**src/rtl/pc_pkg.sv**
```systemverilog
// Shared types and default constants for the fetch-stage program-counter generator.
package pc_pkg;

    localparam int          DEFAULT_ADDR_W       = 32;
    localparam logic [31:0] DEFAULT_RESET_VECTOR = 32'h0000_0000;
    localparam logic [31:0] DEFAULT_EXC_VECTOR   = 32'h8000_0180;
    localparam int          DEFAULT_STEP         = 4;
    localparam int          DEFAULT_RAS_DEPTH    = 4;

    // Next-PC source, listed from highest to lowest priority.
    typedef enum logic [2:0] {
        SEL_EXC,
        SEL_REDIR,
        SEL_MISALIGN,
        SEL_HOLD,
        SEL_RET,
        SEL_SEQ
    } pc_sel_t;

    // Sources that discard the instructions already in IF/ID.
    function automatic logic is_flush_src(input pc_sel_t sel);
        return (sel == SEL_EXC) || (sel == SEL_REDIR) || (sel == SEL_MISALIGN);
    endfunction

endpackage

```
**src/rtl/ras_stack.sv**
```systemverilog
// Return-address stack: circular buffer whose oldest entry is overwritten when a push
// arrives while full; the count saturates at RAS_DEPTH.
module ras_stack #(
    parameter int ADDR_W    = 32,
    parameter int RAS_DEPTH = 4
) (
    input  logic              clk,
    input  logic              rst,
    input  logic              push,
    input  logic              pop,
    input  logic              clear,
    input  logic [ADDR_W-1:0] din,
    output logic [ADDR_W-1:0] top,
    output logic              empty,
    output logic              full
);

    localparam int               PTR_W   = $clog2(RAS_DEPTH);
    localparam int               CNT_W   = PTR_W + 1;
    localparam logic [CNT_W-1:0] CNT_MAX = CNT_W'(RAS_DEPTH);

    logic [ADDR_W-1:0] mem_q [RAS_DEPTH];
    logic [PTR_W-1:0]  ptr_q, ptr_d, wr_idx;
    logic [CNT_W-1:0]  cnt_q, cnt_d;
    logic              wr_en;

    assign empty = (cnt_q == '0);
    assign full  = (cnt_q == CNT_MAX);
    assign top   = mem_q[ptr_q];

    // NOTE: every output of this block gets a default first, so no path leaves a latch.
    always_comb begin
        ptr_d  = ptr_q;
        cnt_d  = cnt_q;
        wr_en  = 1'b0;
        wr_idx = ptr_q;
        if (clear) begin
            cnt_d = '0;
        end else if (push && pop && !empty) begin
            // Pop-then-push collapses into rewriting the top slot in place.
            wr_en = 1'b1;
        end else if (push) begin
            ptr_d  = ptr_q + PTR_W'(1);
            wr_idx = ptr_q + PTR_W'(1);
            wr_en  = 1'b1;
            if (!full) cnt_d = cnt_q + CNT_W'(1);
        end else if (pop && !empty) begin
            ptr_d = ptr_q - PTR_W'(1);
            cnt_d = cnt_q - CNT_W'(1);
        end
    end

    // NOTE: state registers use non-blocking assignments so all flops update together.
    always_ff @(posedge clk or posedge rst) begin
        if (rst) begin
            ptr_q <= '0;
            cnt_q <= '0;
        end else begin
            ptr_q <= ptr_d;
            cnt_q <= cnt_d;
        end
    end

    // NOTE: the storage array is not reset; a zero count makes its contents unobservable.
    always_ff @(posedge clk) begin
        if (wr_en) mem_q[wr_idx] <= din;
    end

endmodule

```
**src/rtl/pc_gen.sv**
```systemverilog
// Fetch-stage program-counter generator: prioritised next-PC select, exception/redirect
// flush pulses, EPC capture and call/return prediction through a return-address stack.
module pc_gen
    import pc_pkg::*;
#(
    parameter int                ADDR_W       = DEFAULT_ADDR_W,
    parameter logic [ADDR_W-1:0] RESET_VECTOR = ADDR_W'(DEFAULT_RESET_VECTOR),
    parameter logic [ADDR_W-1:0] EXC_VECTOR   = ADDR_W'(DEFAULT_EXC_VECTOR),
    parameter int                STEP         = DEFAULT_STEP,
    parameter int                RAS_DEPTH    = DEFAULT_RAS_DEPTH
) (
    input  logic              clk,
    input  logic              rst,
    input  logic              stall,
    input  logic              exc_valid,
    input  logic              redirect_valid,
    input  logic [ADDR_W-1:0] redirect_target,
    input  logic              call_push,
    input  logic              ret_pop,
    output logic [ADDR_W-1:0] pc_out,
    output logic [ADDR_W-1:0] pc_plus_step,
    output logic              flush,
    output logic              misalign_err,
    output logic [ADDR_W-1:0] epc_out,
    output logic              ras_empty,
    output logic              ras_full
);

    pc_sel_t           sel;
    logic [ADDR_W-1:0] pc_q, pc_d;
    logic [ADDR_W-1:0] epc_q, epc_d;
    logic [ADDR_W-1:0] ras_top;
    logic              flush_q, flush_d;
    logic              misalign_q, misalign_d;
    logic              ras_push, ras_pop, ras_clear;
    logic              target_aligned;

    assign pc_plus_step   = pc_q + ADDR_W'(STEP);
    assign target_aligned = (redirect_target % ADDR_W'(STEP)) == '0;

    // Exception and redirect win over stall; a return with nothing stacked falls through.
    always_comb begin
        sel = SEL_SEQ;
        if (exc_valid)                  sel = SEL_EXC;
        else if (redirect_valid)        sel = target_aligned ? SEL_REDIR : SEL_MISALIGN;
        else if (stall)                 sel = SEL_HOLD;
        else if (ret_pop && !ras_empty) sel = SEL_RET;
    end

    always_comb begin
        pc_d  = pc_plus_step;
        epc_d = epc_q;
        case (sel)
            SEL_EXC: begin
                pc_d  = EXC_VECTOR;
                epc_d = pc_q;
            end
            SEL_REDIR:    pc_d = redirect_target;
            SEL_MISALIGN: begin
                pc_d  = EXC_VECTOR;
                epc_d = redirect_target;
            end
            SEL_HOLD:     pc_d = pc_q;
            SEL_RET:      pc_d = ras_top;
            default:      pc_d = pc_plus_step;
        endcase

        flush_d    = is_flush_src(sel);
        misalign_d = (sel == SEL_MISALIGN);
        // The stack only moves when the fetch stream actually advances.
        ras_push   = call_push && ((sel == SEL_RET) || (sel == SEL_SEQ));
        ras_pop    = (sel == SEL_RET);
        ras_clear  = (sel == SEL_EXC) || (sel == SEL_MISALIGN);
    end

    always_ff @(posedge clk or posedge rst) begin
        if (rst) begin
            pc_q       <= RESET_VECTOR;
            epc_q      <= '0;
            flush_q    <= 1'b0;
            misalign_q <= 1'b0;
        end else begin
            pc_q       <= pc_d;
            epc_q      <= epc_d;
            flush_q    <= flush_d;
            misalign_q <= misalign_d;
        end
    end

    ras_stack #(
        .ADDR_W    (ADDR_W),
        .RAS_DEPTH (RAS_DEPTH)
    ) u_ras (
        .clk   (clk),
        .rst   (rst),
        .push  (ras_push),
        .pop   (ras_pop),
        .clear (ras_clear),
        .din   (pc_plus_step),
        .top   (ras_top),
        .empty (ras_empty),
        .full  (ras_full)
    );

    assign pc_out       = pc_q;
    assign epc_out      = epc_q;
    assign flush        = flush_q;
    assign misalign_err = misalign_q;

endmodule

```
**config.mk**
```make
export PLATFORM = sky130hd
export DESIGN_NAME = pc_gen
export DESIGN_NICKNAME = d
export VERILOG_FILES = /design/src/rtl/pc_pkg.sv /design/src/rtl/ras_stack.sv /design/src/rtl/pc_gen.sv
export SDC_FILE = /design/constraint.sdc
export NUM_CORES = 1
export LEC_CHECK = 0
export ABC_AREA = 1
export BUFFER_PORTS_ARGS = -buffer_cell sky130_fd_sc_hd__buf_2
export CORE_MARGIN = 8
export CORE_UTILIZATION = 57
export CTS_CLUSTER_SIZE = 25
export DETAILED_ROUTE_END_ITERATION = 8
export PLACE_DENSITY = 0.83
export SLEW_MARGIN = 20
export SYNTH_ARGS = -nofsm -noshare
export SYNTH_HDL_FRONTEND = slang
export SYNTH_SLANG_ARGS = --single-unit
```
**constraint.sdc**
```tcl
create_clock -name clk -period 3.8 [get_ports clk]
set_clock_uncertainty 0.05 [all_clocks]
set_input_delay 0.19 -clock clk [delete_from_list [all_inputs] [get_ports clk]]
set_output_delay 0.19 -clock clk [all_outputs]
set_load 0.005 [all_outputs]
```
==> impl_metrics.csv, run 1 <==
group,metric,value,unit
run_status,outcome,"finished, final reports clean",
die,start_util,57.7,%
route,ant_nets,0,
synth,ys_seq_area_share,59.6,%
timing,min_period,2900,ps
pwr,swShare,32.0,%
pwr,peakVddDrop,0.328,mV
layout,syn_to_final_growth,19.4,%
hold_path,min-delay-start,"redirect_valid",
timing,setup_tns,0,ps
synth,synth_fp_nets,1053,
synth,synth_area,9430,sq um
synth,synth.area.top_cells,"edfxtp_1 41%, dfrtp_1 19%, nand2_1 12%, nor2_1 5.9%, a21oi_1 5.8%",
grt,grt_use_total,27.6,%
worst_setup_path,crit_arrival,2660,ps
clock_tree,clk_pin_slew,70,ps
clock_tree,cts_tree,"built",
clock_tree,numCtsBuffers,17,
synth,yosys.area.top_type,"edfxtp_1",
layout,final_common_cell,"nand2_1",
grt,grt_first_pass_wirelength,43.5,mm
route,num_vias,8255,
timing,finalWorstSetupSlack,899,ps
synth,synthMuxAreaShare,0,%
timing,tightestPinTransition,853,ps
clock_tree,cts_max_level,4,
pwr,report.power.total,6.00,mW
route,wl,27.9,mm
grt,grt_max_degree,66,
layout,layout_common_cells,"308 x nand2_1, 143 x nor2_1, 138 x buf_2",
clock_tree,postCtsSetupRepairBufs,0,
synth,syn_area_per_cell,9.33,sq um
pwr,comb_power_share,24.3,%
pwr,power_density,533,nW/um^2
synth,synth_cells,1010,
die,io_pins,139,
timing,finalSetupViolations,0,
layout,stdcell_area,11300,sq um
pwr,p_sw,1.92,mW
worst_setup_path,crit_path_end,"pc_plus_step[16]",
placement,place_area,10300,sq um
timing,fin_crit_sh,76.4,%
worst_setup_path,r2r-end,"u_ras.mem_q[1][27]$_DFFE_PP_",
route,avgRoutedWirePerCell,19.9,um
grt,antenna_found_initial,0,
die,dieArea,20900,sq um
die,die_w,145,um
worst_setup_path,cp-end-kind,"output pin",
die,core,16300,sq um
timing,max_freq,345,MHz
synth,ys_types,37,
clock_tree,insertion_delay,430,ps
clock_tree,cts_resized,0,
synth,synth_seq_cells,199,
layout,drive_gt1_share,19.2,%
worst_setup_path,worstPathRequired,3560,ps
clock_tree,root_buffer,"clkbuf_16",
synth,yosysTopAreaCellShare,40.8,%
timing,hold_violations,0,
worst_setup_path,r2r_cells,10,
placement,place.gp.congestion,0.954,
synth,synth_fa_ha_area_share,0.610,%
timing,slew_headroom,43.1,%
placement,port_buffers,138,
route,firstDrtPassIters,5,
pwr,p_leak,4.81,nW
worst_setup_path,cp_max_fo,9,
grt,grt_pass1_vias,7974,
synth,synth_xor_area_share,2.12,%
grt,grt.overflow.total,0,
pwr,p_int,4.08,mW
clock_tree,hold_buffers,33,
route,avgViaCountPerCell,5.90,
layout,nets,1210,
clock_tree,cts.sinks,199,
timing,drv_slew,0,
synth,yosysWarnings,0,
hold_path,min_path_type,"in -> reg",
die,fp.dieH,145,um
timing,rsz0062_at_grt,"no",
clock_tree,clock_path_buffers,2,
worst_setup_path,critPathLaunchType,"flop",
worst_setup_path,crit_path_start,"pc_out[2]$_DFFE_PP0P_",
worst_setup_path,ff2ff_setup_slack,950,ps
synth,synthSimpleGateAreaFrac,22.7,%
placement,dp_hpwl,18.3,mm
layout,fillers,1244,
worst_setup_path,crit_type,"reg -> out",
route,drt_iter0_drc,931,
route,drc,0,
job,drv_cap,0,
layout,insertedDiodeCount,0,
synth,synth-compound-area-share,10.7,%
pwr,p_clk_share,31.5,%
placement,dpl_worst_slack,1000,ps
synth,synth_top_family_by_area,"simple AND/OR/NAND/NOR gates",
pwr,pwr-share-seq,44.2,%
worst_setup_path,reg2reg_from,"u_ras.ptr_q[1]$_DFFE_PP0P_",
die,rows,47,
layout,utilization,68.9,%
==> metrics by stage <==
step / hold WS [ps] / instances
floorplan: 281 / 1010
global placement: 235 / 1335
detailed placement: 242 / 1335
CTS: 127 / 1400
global route: 174 / 1400
finish: 138 / 1400
==> worst max-delay path: stages (launching register included) <==
cell and delay [ps]:
dfrtp_1 590, ha_1 300, nand3_4 130, nor2_2 280, nand3_1 130, xnor2_1 550, buf_2 230
==> registers in the layout (all words and copies together), names as in the netlist <==
signal,cells
u_ras.mem_q,128
epc_out,32
pc_out,32
u_ras.cnt_q,3
u_ras.ptr_q,2
flush,1
misalign_err,1
==> per-layer routing <==
metal | vias up | GRT usage, % | wire length, um
li1 | 3692 | - | -
met1 | 3967 | 36.4 | 10900
met3 | 55 | 5.78 | 2830
met5 | - | 0 | 0
met2 | 541 | 44.0 | 13500
met4 | 0 | 10.8 | 654
==> how the worst min path moves through the flow <==
stage | depth (start not counted) | end | slack (ps)
global route | 3 | flush$_DFF_PP0_ | 170
finish | 3 | flush$_DFF_PP0_ | 140
global placement | 2 | misalign_err$_DFF_PP0_ | 230
floorplan | 2 | epc_out[0]$_DFFE_PP0P_ | 280
detailed placement | 2 | misalign_err$_DFF_PP0_ | 240
CTS | 3 | flush$_DFF_PP0_ | 130
==> cells by family after synthesis <==
| family | after synthesis |
|---|---|
| DFF | 199 |
| buffers and inverters | 91 |
| and+or+nand+nor | 511 |
| AOI/OAI and AO/OA | 183 |
| adders and majority gates | 4 |
| xor gates and xnor gates | 22 |
==> synth_stat cells <==
master and number:
nor2_1 148, o22ai_1 6, inv_1 33, edfxtp_1 128
ha_1 3, buf_2 19, nor2_2 5, o21ai_1 1
xnor2_1 8, clkinv_1 1, nand2_1 308, clkinv_2 1
nand4_4 1, inv_2 7, buf_1 6, a32oi_1 13
fa_1 1, nand3_1 12, a22oi_1 13, nand2_4 3
nand3_4 2, nand3_2 4, buf_6 1, o21ai_0 39
nand2_2 7, xor2_1 13, nand4_1 6, a21oi_1 109
nor3_1 2, xor2_2 1, nand3b_1 8, a22o_1 1
clkbuf_1 17, o21ai_2 1, dfrtp_1 71, buf_4 6
nor2_4 5
==> final cells by class <==
cell class / instances / area [sq um] / area share [%]
Tap cell: 220 / 275 / 2.45
Timing Repair Buffer: 187 / 1170 / 10.4
Multi-Input combinational cell: 720 / 3420 / 30.4
Inverter: 42 / 159 / 1.41
Clock buffer: 19 / 433 / 3.85
Sequential cell: 199 / 5620 / 49.9
Clock inverter: 13 / 178 / 1.58
==> power groups by stage <==
stage                     sequential, mW  clock, mW  combinational (mW)
final                               2.65       1.89                1.46
after global routing                2.67       1.97                1.60
after CTS                           2.65       1.90                1.44
after detailed placement            2.69          0                1.40
after global placement              2.69          0                1.37
after floorplan                     2.66          0               0.882
Power figures use the tool's default switching activity.
==> run 2: changes to the inputs <==
--- a/config.mk
+++ b/config.mk
@@ -8,10 +8,10 @@
 export ABC_AREA = 1
 export BUFFER_PORTS_ARGS = -buffer_cell sky130_fd_sc_hd__buf_2
 export CORE_MARGIN = 8
-export CORE_UTILIZATION = 57
+export CORE_UTILIZATION = 52
 export CTS_CLUSTER_SIZE = 25
 export DETAILED_ROUTE_END_ITERATION = 8
-export PLACE_DENSITY = 0.83
+export PLACE_DENSITY = 0.8
 export SLEW_MARGIN = 20
 export SYNTH_ARGS = -nofsm -noshare
 export SYNTH_HDL_FRONTEND = slang
==> constraint.sdc (replaced) <==
create_clock -name clk -period 2.5 [get_ports clk]
set_clock_uncertainty 0.05 [all_clocks]
set_input_delay 0.125 -clock clk [delete_from_list [all_inputs] [get_ports clk]]
set_output_delay 0.125 -clock clk [all_outputs]
set_load 0.005 [all_outputs]
==> run 2 against run 1 <==
Net effect: count of clock-buffer cells in the layout grew 1; power increased by 52%; flip-flop and latch count stayed put; utilization fell by 4.8 points; sequential share of layout area decreased by 0.86 points; via count decreased by 0.48%; cell area increased by 1.8%.
==> impl_metrics.csv, run 2 (synthesis results as in run 1) <==
group,metric,value,unit
placement,place_inst,1356,
clock_tree,cts_max_level,4,
worst_setup_path,cp_cell_sequence,"ha_2 -> nand3_4 -> inv_2 -> nand2_2 -> nor2_2 -> xor2_2 -> buf_2",
worst_setup_path,cp-end-kind,"output pin",
clock_tree,numCtsBuffers,17,
worst_setup_path,ff2ff_setup_slack,180,ps
worst_setup_path,worstPathRequired,2330,ps
timing,rsz0062_at_grt,"no",
timing,slew_headroom,49.2,%
grt,grt_pass1_vias,7714,
grt,grt.overflow.total,0,
grt,grt_first_pass_wirelength,43.6,mm
hold_path,min-delay-start,"redirect_valid",
route,wl,28.2,mm
timing,min_period,2400,ps
worst_setup_path,crit_arrival,2220,ps
worst_setup_path,cp_max_fo,6,
die,io_pins,139,
run_status,outcome,"finished, final reports clean",
route,num_vias,8215,
die,fp.dieH,151,um
clock_tree,clk_pin_slew,70,ps
grt,grt_use_total,25.1,%
clock_tree,root_buffer,"clkbuf_16",
worst_setup_path,crit_path_max_incr_delay,460,ps
timing,hold_violations,0,
route,drc,0,
hold_path,holdPathEnd,"flush$_DFF_PP0_",
worst_setup_path,critPathBufInv,2,
route,firstDrtPassIters,6,
layout,final_common_cell,"nand2_1",
pwr,p_leak,4.89,nW
clock_tree,insertion_delay,440,ps
layout,drive_gt1_share,21.0,%
timing,drv_slew,0,
layout,fin_cells,1421,
layout,layout_common_cells,"308 x nand2_1, 143 x nor2_1, 138 x buf_2",
layout,insertedDiodeCount,0,
hold_path,min_path_cells,3,
die,die_w,151,um
layout,utilization,64.0,%
route,drt_iter0_drc,771,
clock_tree,clock_path_buffers,2,
worst_setup_path,crit_type,"reg -> out",
pwr,peakVddDrop,0.613,mV
grt,antenna_found_initial,0,
layout,syn_to_final_growth,21.6,%
die,core,17900,sq um
hold_path,min_path_type,"in -> reg",
layout,multi_input_area,3480,sq um
timing,max_freq,417,MHz
layout,largest_register,"u_ras.mem_q",
layout,fillers,1389,
layout,largest_reg_flops,128,
job,drv_cap,0,
placement,place.gp.congestion,0.944,
placement,dp_hpwl,18.7,mm
worst_setup_path,r2r_cells,12,
route,ant_nets,0,
worst_setup_path,cp_top_family,"simple AND/OR/NAND/NOR gates",
worst_setup_path,slowest_stage,"dfrtp_2",
layout,nets,1222,
pwr,power_density,796,nW/um^2
layout,ff_latch_area,5630,sq um
die,rows,49,
clock_tree,cts.sinks,199,
route,avgViaCountPerCell,5.78,
timing,fin_crit_sh,96.0,%
clock_tree,cts_tree,"built",
worst_setup_path,r2r-end,"u_ras.mem_q[3][11]$_DFFE_PP_",
worst_setup_path,reg2reg_from,"u_ras.cnt_q[1]$_DFFE_PP0P_",
worst_setup_path,critPathLaunchType,"flop",
route,avgRoutedWirePerCell,19.9,um
grt,grt_max_degree,66,
timing,tightestPinTransition,761,ps
placement,port_buffers,138,
timing,finalSetupViolations,0,
die,start_util,52.7,%
die,dieArea,22700,sq um
[run 2: timing repair]
action                                 4_1_cts  5_1_grt
hold buffers                                33        0
endpoints found under the hold margin       83        0
resized for setup                            2       10
setup endpoints to repair                    2       11
cloned                                       0        0
setup buffers                                0        0
[run 2: metrics by stage]
step	hold WS [ps]	cell area, sq um	setup TNS [ps]	power [mW]	setup WS (ps)
after global placement	251	10500	0	6.25	198
final	106	11500	0	9.13	101
after floorplan	216	9450	-17480	5.39	-273
after global routing	138	11500	0	9.52	0.961
after CTS	107	11400	0	9.11	9.71
after detailed placement	251	10500	0	6.32	156
[run 2: final cells by class]
cell class	count	area share (%)
Sequential cell	199	49.1
Tap cell	229	2.50
Clock inverter	12	1.19
Clock buffer	20	3.98
Multi-Input combinational cell	720	30.3
Timing Repair Buffer	199	11.5
Inverter	42	1.41
[run 2: worst register-to-register path, cell delays in order, from the launching register on]
cell and delay, ps:
dfrtp_1 410, nor2_1 110, nand2_1 90, nand2_2 100, nand2_4 90, nand2_4 90, nand2_2 70, nand2_2 210
nand2_1 110, nand2_1 70, nand3_1 180, nor2_4 160, buf_12 250
[run 2: routing by layer]
layer	up-vias	global-route usage (%)	part of all wire, %
met5	-	0	0
li1	3729	-	-
met1	3922	34.6	41
met4	0	6.93	2.1
met2	510	39.5	47
met3	54	5.44	10
[run 2: how the worst max path moves through the flow]
stage	cells past startpoint	slack, ps	end	startpoint
6_report	7	100	pc_plus_step[12]	pc_out[3]$_DFFE_PP0P_
5_1_grt	7	1	pc_plus_step[30]	pc_out[7]$_DFFE_PP0P_
2_1_floorplan	7	-270	u_ras.mem_q[0][0]$_DFFE_PP_	u_ras.ptr_q[0]$_DFFE_PP0P_
3_3_place_gp	13	200	pc_out[31]$_DFFE_PP0P_	u_ras.cnt_q[1]$_DFFE_PP0P_
4_1_cts	7	10	pc_plus_step[29]	pc_out[5]$_DFFE_PP0P_
3_5_place_dp	13	160	pc_out[31]$_DFFE_PP0P_	u_ras.cnt_q[1]$_DFFE_PP0P_
[run 2: power by group]
part	internal [mW]	total, mW	switching [mW]
combinational	0.787	2.31	1.52
clock	1.54	2.78	1.23
sequential	3.80	4.04	0.238
total	6.13	9.13	3.00
